`src/rtl/pwm_fade_pkg.sv`:
```
// pwm_fade_pkg: shared FSM states and register offsets for the PWM fade sequencer.
package pwm_fade_pkg;
   typedef enum logic [1:0] {IDLE, WRITE, WAIT} state_t;
   localparam logic [4:0] CTRL_OFF  = 5'h10;
   localparam logic [4:0] START_OFF = 5'h14;
   localparam logic [4:0] END_OFF   = 5'h18;
   localparam logic [4:0] CFG_OFF   = 5'h1C;
   localparam logic [3:0] DUTY_OFF  = 4'h8;
endpackage

```
`src/rtl/pwm_fade_step.sv`:
```
// pwm_fade_step: one saturating duty step toward target; never overshoots or wraps.
module pwm_fade_step (
   input  logic [31:0] cur,
   input  logic [31:0] step,
   input  logic [31:0] target,
   input  logic        dir_up,
   output logic [31:0] nxt
);
   logic [32:0] sum;
   logic [32:0] diff;
   always_comb begin
      sum  = {1'b0, cur} + {1'b0, step};
      diff = {1'b0, cur} - {1'b0, step};
      nxt  = dir_up ? ((sum[32] || sum[31:0] > target) ? target : sum[31:0])
                    : ((diff[32] || diff[31:0] < target) ? target : diff[31:0]);
   end
endmodule

```
`src/rtl/pwm_fade_ctrl.sv`:
```
// pwm_fade_ctrl: CPU-to-PWM bus bridge that autonomously ramps the PWM duty register.
// Ping-pong looping (CTRL.LOOP) is built only when PWM_FADE_LOOP_EN is defined.
module pwm_fade_ctrl
   import pwm_fade_pkg::*;
(
   input  logic        clk,
   input  logic        resetn,
   input  logic        i_sel,
   input  logic        i_we,
   input  logic [4:0]  i_addr,
   input  logic [31:0] i_wdata,
   output logic [31:0] o_rdata,
   output logic        m_sel,
   output logic        m_we,
   output logic [3:0]  m_addr,
   output logic [31:0] m_wdata,
   input  logic [31:0] m_rdata,
   output logic        o_done
);
   state_t      state;
   logic        go, loop, dir_up, tgt_end;
   logic [31:0] start_r, end_r, cfg_r, cur_duty, target, step, next_duty;
   logic [15:0] cnt, interval;
   logic        pt, sw, busy, wr;
   always_comb begin
      pt       = i_sel && !i_addr[4];
      sw       = i_sel && i_we && i_addr[4];
      busy     = state != IDLE;
      wr       = state == WRITE;
      target   = tgt_end ? end_r : start_r;
      step     = {16'b0, (cfg_r[31:16] == 16'd0) ? 16'd1 : cfg_r[31:16]};
      interval = (cfg_r[15:0] == 16'd0) ? 16'd1 : cfg_r[15:0];
      m_sel    = pt || wr;
      m_we     = pt ? i_we : wr;
      m_addr   = pt ? i_addr[3:0] : wr ? DUTY_OFF : 4'h0;
      m_wdata  = pt ? i_wdata : wr ? cur_duty : 32'h0;
      o_rdata  = pt ? m_rdata :
                 !i_sel ? 32'h0 :
                 (i_addr == CTRL_OFF)  ? {cur_duty[15:0], 13'b0, busy, loop, go} :
                 (i_addr == START_OFF) ? start_r :
                 (i_addr == END_OFF)   ? end_r :
                 (i_addr == CFG_OFF)   ? cfg_r : 32'h0;
   end
   pwm_fade_step u_step (
      .cur    (cur_duty),
      .step   (step),
      .target (target),
      .dir_up (dir_up),
      .nxt    (next_duty)
   );
   always_ff @(posedge clk) begin
      if (!resetn) begin
         state    <= IDLE;
         go       <= 1'b0;
         loop     <= 1'b0;
         dir_up   <= 1'b1;
         tgt_end  <= 1'b1;
         start_r  <= 32'h0;
         end_r    <= 32'h0;
         cfg_r    <= 32'h0;
         cur_duty <= 32'h0;
         cnt      <= 16'h0;
         o_done   <= 1'b0;
      end else begin
         o_done <= 1'b0;
         if (sw && i_addr == START_OFF) start_r <= i_wdata;
         if (sw && i_addr == END_OFF) end_r <= i_wdata;
         if (sw && i_addr == CFG_OFF) cfg_r <= i_wdata;
         if (sw && i_addr == CTRL_OFF) begin
            go <= i_wdata[0];
`ifdef PWM_FADE_LOOP_EN
            loop <= i_wdata[1];
`endif
            state    <= i_wdata[0] ? WRITE : IDLE;
            cur_duty <= i_wdata[0] ? start_r : cur_duty;
            dir_up   <= i_wdata[0] ? (start_r <= end_r) : dir_up;
            tgt_end  <= 1'b1;
         end else if (state == WRITE && !pt) begin
            // CPU pass-through owns the bus this cycle otherwise; we retry next cycle
            cnt <= 16'h0;
            if (cur_duty == target && !loop) begin
               go     <= 1'b0;
               o_done <= 1'b1;
               state  <= IDLE;
            end else begin
               tgt_end <= (cur_duty == target) ? !tgt_end : tgt_end;
               dir_up  <= (cur_duty == target) ? !dir_up : dir_up;
               state   <= WAIT;
            end
         end else if (state == WAIT) begin
            cnt      <= cnt + 16'd1;
            cur_duty <= (cnt == interval - 16'd1) ? next_duty : cur_duty;
            state    <= (cnt == interval - 16'd1) ? WRITE : WAIT;
         end
      end
   end
endmodule

```
`config.mk`:
```
export PLATFORM = sky130hd
export DESIGN_NAME = pwm_fade_ctrl
export DESIGN_NICKNAME = d
export VERILOG_FILES = /design/src/rtl/pwm_fade_pkg.sv /design/src/rtl/pwm_fade_step.sv /design/src/rtl/pwm_fade_ctrl.sv
export SDC_FILE = /design/constraint.sdc
export NUM_CORES = 1
export LEC_CHECK = 0
export ABC_AREA = 1
export CORE_MARGIN = 3
export CORE_UTILIZATION = 45
export DETAILED_ROUTE_END_ITERATION = 10
export GPL_TIMING_DRIVEN = 0
export PLACE_DENSITY = 0.67
export SYNTH_ARGS = -nofsm -noshare
export SYNTH_HDL_FRONTEND = slang
export SYNTH_HIERARCHICAL = 1
export SYNTH_SLANG_ARGS = --single-unit
```
`constraint.sdc`:
```
create_clock -name clk -period 3.81 [get_ports clk]
set_input_delay 0.5715 -clock clk [delete_from_list [all_inputs] [get_ports clk]]
set_output_delay 0.5715 -clock clk [all_outputs]
set_load 0.01 [all_outputs]
```
==> reports/qor.yml, run 1 <==
status: "finished, violations left"
failed_checks: "setup timing"
tightest_slew_ps: 1241
placed_area_sq_um: 19630
stdcell_area_sq_um: 21890
yosys.cell_count.top_type: "nand2_1"
synth_area_leader_cell: "nand2_1"
die_area_sq_um: 41110
setup_tns_ps: -26180
synth_top_area_share_pct: 18.74
grt_overflow: 0
ctsHoldBuffers: 0
async_reset_ff_share_pct: 0
grt_max_degree: 17
dr.pass1.iters: 8
cts_sinks: 149
min_period_over_period_pct: 123.3
syn_area_per_cell_sq_um: 5.658
fin_util_pct: 57.70
htreeDepth: 4
initial_utilization_pct: 45.93
cts_tree: "built"
fp-row-count: 71
synthTopCellsByCount: "nand2_1, inv_1, nand3_1"
ys_seq_area_share_pct: 17.12
viasPerCell: 5.608
clockBufferDepth: 2
r2r_cells: 31
ys_warn_count: 6
grt_util_met3_pct: 6.814
core_area_sq_um: 37930
area_delta_synth_final_pct: 25.62
cap_viol_max_count: 0
use_met2_pct: 63.65
grt_use_met1_pct: 45.84
ys_types: 49
startpoint_type: "flip-flop"
antenna_found_initial: 6
slowest_delay_ps: 400
cpMaxStageDelayCell: "dfxtp_2"
synth_ff_type: "dfxtp_1"
min_path_cells: 1
crit_fanout: 7
grt_pass1_vias: 20360
die_x_microns: 202.8
crit_path_end_kind: "flip-flop"
powerDensity_nw_per_um2: 209.1
clk-insertion-delay-late_ps: 440
max-slew-margin-rel_pct: 16.50
finalWirelength_mm: 81.60
drive_gt1_share_pct: 13.09
path_clk_slew_ps: 70
required_ps: 4140
vias: 21510
drtIter0Drc: 1956
path_common_cell: "nand2_1"
hold_class: "reg2reg"
synth_edf_count: 0
nNetsFinal: 3546
wl_per_cell_microns: 21.28
dp_hpwl_mm: 68.24
post-route-min-period_ps: 4697
synthesis.area_sq_um: 17420
cts_buffers: 17
rsz0062_at_grt: "true"
cp.arrival_ps: 5030
grt_pass1_wl_mm: 119.8
timing_worst_setup_path_type: "reg2reg"
setup_violations: 32
fp.dieH_microns: 202.8
grt_usage_pct: 38.15
grt.busiest_layer: "met2"
p_leak_uw: 0.01078
finClkSkew_ps: 7.124
syn_inst: 3079
drc: 0
finalMaxSlewViolations: 0
cts_root_buf: "clkbuf_16"
synthTopCellsByArea: "nand2_1, dfxtp_1, ha_1"
ys_ff_latch: 149
ir_worst_vdd_mv: 0.2781
timing.final.ws_setup_ps: -886.9
antenna_left: 0
io_pins: 144
hold_viol: 0
gp_congestion: 1.054
max_freq_ghz: 0.2129
io_buffers: 143
## registers in the layout, indices dropped and copies added (netlist names)
name	flops
start_r	32
state	2
cur_duty	32
o_done	1
dir_up	1
cnt	16
cfg_r	32
go	1
end_r	32
## critical path, delay by kind of cell, from the launching register on
family | cells | cell delay [ps]
flip-flops | 1 | 400
AND/OR/NAND/NOR | 14 | 1310
adder cells (fa/ha/maj) | 3 | 810
XOR/XNOR | 1 | 340
buffers and inverters | 8 | 900
AO/OA/AOI/OAI | 5 | 820
## cells by family (layout without fill, tap and decap cells)
| family | count (synthesis) | in the layout | share of synthesized area (%) |
|---|---|---|---|
| xor+xnor | 59 | 59 | 2.966 |
| compound gates | 555 | 555 | 17.13 |
| simple gates | 1457 | 1457 | 35.18 |
| flops | 149 | 149 | 17.12 |
| buf+inv | 695 | 908 | 15.79 |
| fa+ha+maj | 163 | 163 | 11.79 |
| other cells | 1 | 33 | 0.02152 |
## cell type report
cell class	count	area, sq um
diodes	1	2.502
flip-flops and latches	149	3022
fillers	3976	16050
plain buffers	141	808.3
inverters	552	2082
clock inverters	11	170.2
clock buffers	21	470.5
multi-input cells	2266	12830
well taps	511	639.4
repair buffers	183	1858
## per-layer routing
metal | share of wire [%] | wire length, microns
met3 | 9.0 | 7371
met1 | 38 | 31150
met4 | 7.5 | 6106
met5 | 0.083 | 68
met2 | 45 | 36900
## final timing paths
kind	startpoint	end	slack (ps)
max	cfg_r[20]	cur_duty[30]	-890
min	cnt[5]	cnt[5]	490
max reg2reg	cfg_r[20]	cur_duty[30]	-890
min reg2reg	cnt[5]	cnt[5]	490
## what timing repair did
item                                    CTS  global route
setup buffers                            21            13
endpoints found under the setup margin   75            67
pin swaps                               110            82
resized for setup                       183           217
gates cloned                              4             2
## cell usage in the layout (no fill, tap or decap), types with 7 or more instances in the layout
cell type,Yosys,layout
ha_4,0,7
o21ai_0,229,183
buf_4,16,41
inv_2,28,38
dfxtp_2,0,7
nor3_1,27,26
nand3b_1,7,7
clkbuf_2,0,17
nand2_2,7,89
dfxtp_1,149,134
a21oi_2,1,8
a21oi_1,230,222
buf_6,7,12
nand2_1,870,763
o22ai_1,31,31
conb_1,1,32
a211oi_1,23,23
nand3_4,1,11
nand4_1,45,45
nor2_1,215,196
clkdlybuf4s50_1,0,143
nand3_1,252,206
xnor2_1,22,22
nand3_2,1,37
xor2_1,37,32
inv_1,518,504
buf_2,23,25
ha_1,161,154
clkbuf_16,0,21
dfxtp_4,0,8
clkbuf_1,89,64
nor2_4,3,7
nor2_2,9,24
nand2_4,4,25
o21ai_1,8,48
## through the flow
stage	instances	power [uW]	worst slack, ps	hold slack, ps
floorplan	3110	2150	-32.50	438.5
global placement	3764	2525	-2241	474.0
detailed placement	3764	2537	-2288	480.1
CTS	3819	4458	-856.9	492.8
global route	3834	4715	-999.0	523.1
finish	3835	4577	-886.9	493.6
## power breakdown
group | leakage, uW | internal (uW) | switching [uW] | total [uW]
Sequential | 0.00121 | 1560 | 9.96 | 1570
Combinational | 0.00926 | 442 | 676 | 1120
Clock | 0.000306 | 1150 | 739 | 1890
Note: power is estimated with default switching activity, not from simulation.
==> run 2: changes to the inputs <==
REMOVE_ABC_BUFFERS = 1   (was unset)
SKIP_LAST_GASP = 1   (was unset)
==> reports/qor.yml, run 2 (same netlist as run 1, synthesis figures left out) <==
cap_viol_max_count: 2  # +2
min_path_cells: 2  # +1
finalMaxSlewViolations: 37  # +37
die_area_sq_um: 41110  # unchanged
finalWirelength_mm: 78.60  # -3.7%
fp.dieH_microns: 202.8  # unchanged
p_leak_uw: 0.01066  # -1.1%
clk-insertion-delay-late_ps: 470  # +30 ps
fin_util_pct: 57.08  # -0.61 points
required_ps: 4170  # +30 ps
io_pins: 144  # unchanged
tightest_slew_ps: 1557  # +316.1 ps
min_period_over_period_pct: 131.2  # +7.9 points
htreeDepth: 4  # unchanged
grt_pass1_wl_mm: 115.6  # -3.5%
worstReg2RegStart: "cfg_r[30]"
drc: 0  # unchanged
grt_overflow: 0  # unchanged
cpMaxStageDelayCell: "o41ai_2"
wl_per_cell_microns: 20.97  # -1.5%
path_common_cell: "nand2_4"
antenna_cells: 0  # -1
finClkSkew_ps: 19.07  # +11.95 ps
multi_input_area_sq_um: 12930  # +0.72%
clockBufferDepth: 2  # unchanged
ir_worst_vdd_mv: 0.3558  # +28%
cts_sinks: 149  # unchanged
viasPerCell: 5.688  # +1.4%
cts_tree: "built"
failed_checks: "capacitance limit, slew limit, setup timing"
max-slew-margin-rel_pct: -3.807  # -20 points
io_buffers: 143  # unchanged
startpoint_type: "flip-flop"
antenna_left: 0  # unchanged
vias: 21320  # -0.86%
timing_worst_setup_path_type: "reg2reg"
hold_ws_ps: 487.4  # -6.190 ps
fp-row-count: 71  # unchanged
powerDensity_nw_per_um2: 207.0  # -1.0%
hold_class: "reg2reg"
grt_pass1_vias: 19340  # -5.0%
drive_gt1_share_pct: 12.72  # -0.37 points
crit_path_end_kind: "flip-flop"
rsz0062_at_grt: "true"
min-delay-start: "go"
cp.arrival_ps: 5360  # +330 ps
dr.pass1.iters: 6  # -2
status: "finished, violations left"
pre_cts_slack_ps: -3365  # -1078 ps
gp_congestion: 1.007  # -4.5%
cts_root_buf: "clkbuf_16"
path_clk_slew_ps: 70  # about the same
r2r_cells: 33  # +6.5%
cts_buffers: 17  # unchanged
core_area_sq_um: 37930  # unchanged
hold_viol: 0  # unchanged
max_freq_ghz: 0.2001  # -6.0%
post-route-min-period_ps: 4998  # +300.9 ps
reg2reg_slack_ps: -1190  # -300 ps
slowest_delay_ps: 510  # +110 ps
die_x_microns: 202.8  # unchanged
grt_max_degree: 95  # +78
setup_violations: 32  # unchanged
initial_utilization_pct: 45.93  # unchanged
antenna_found_initial: 2  # -4
nNetsFinal: 3461  # -2.4%
whs_endpoint: "go"
r2r_end: "cur_duty[22]"
layout_common_cells: "nand2_1, inv_1, nand3_1, a21oi_1, o21ai_0"
drtIter0Drc: 2384  # +22%
final_common_cell: "nand2_1"
ctsHoldBuffers: 0  # unchanged
regArea_sq_um: 3007  # -0.50%
dp_hpwl_mm: 58.69  # -14%
fillers: 3895  # -2.0%
crit_fanout: 8  # +1
grt_usage_pct: 36.41  # -1.7 points
timing.final.ws_setup_ps: -1188  # -300.9 ps
area_delta_synth_final_pct: 24.29
-- run 2: worst max path at each step --
stage,startpoint,endpoint,slack [ps],cells past startpoint
after global routing,cfg_r[30],cur_duty[21],-1250,30
after detailed placement,cfg_r[30],cur_duty[20],-3370,31
after global placement,i_addr[1],cur_duty[0],-5310,11
after floorplan,cfg_r[17],cur_duty[28],-760,31
final,cfg_r[30],cur_duty[22],-1190,33
after CTS,cfg_r[27],cur_duty[21],-990,30
-- run 2: worst max-delay path, delay by kind of cell, from the launching register on --
kind / cells / cell delay, ps
adders and majority gates: 3 / 810
AOI/OAI and AO/OA: 4 / 980
and+or+nand+nor: 22 / 2360
buffers and inverters: 4 / 360
DFF: 1 / 350
-- run 2: where the power goes --
part	switching, uW	internal (uW)	total, uW
Combinational	713	458	1170
Sequential	8.88	1560	1570
Clock	805	938	1740
-- run 2: per-stage QoR --
step                setup TNS (ps)  total power (uW)  area [sq um]  std cells
floorplan                   -51960              2117         16860       2967
global placement           -599730              2511         18930       3621
detailed placement         -147790              2515         19140       3630
CTS                         -30310              4371         20850       3725
global route                -39110              4643         21650       3749
finish                      -35790              4482         21650       3749
-- run 2: routing by layer --
| metal | track usage [%] | share of wire, % |
|---|---|---|
| met5 | 0 | 0.029 |
| met4 | 13.24 | 4.1 |
| met3 | 6.975 | 10 |
| met2 | 55.85 | 43 |
| met1 | 50.86 | 43 |
-- run 2: cell type report --
| type | count | area share [%] |
|---|---|---|
| well taps | 511 | 2.953 |
| flip-flops and latches | 149 | 13.89 |
| repair inverters | 2 | 0.06934 |
| clock buffers | 19 | 2.046 |
| multi-input cells | 2276 | 59.70 |
| repair buffers | 227 | 11.00 |
| clock inverters | 13 | 0.6472 |
| inverters | 552 | 9.708 |
-- run 2: repair_timing --
item	4_1_cts	5_1_grt
buffers inserted	53	20
gates cloned	10	4
endpoints found under the setup margin	98	48
gates resized for setup	164	143
pin swaps	88	106
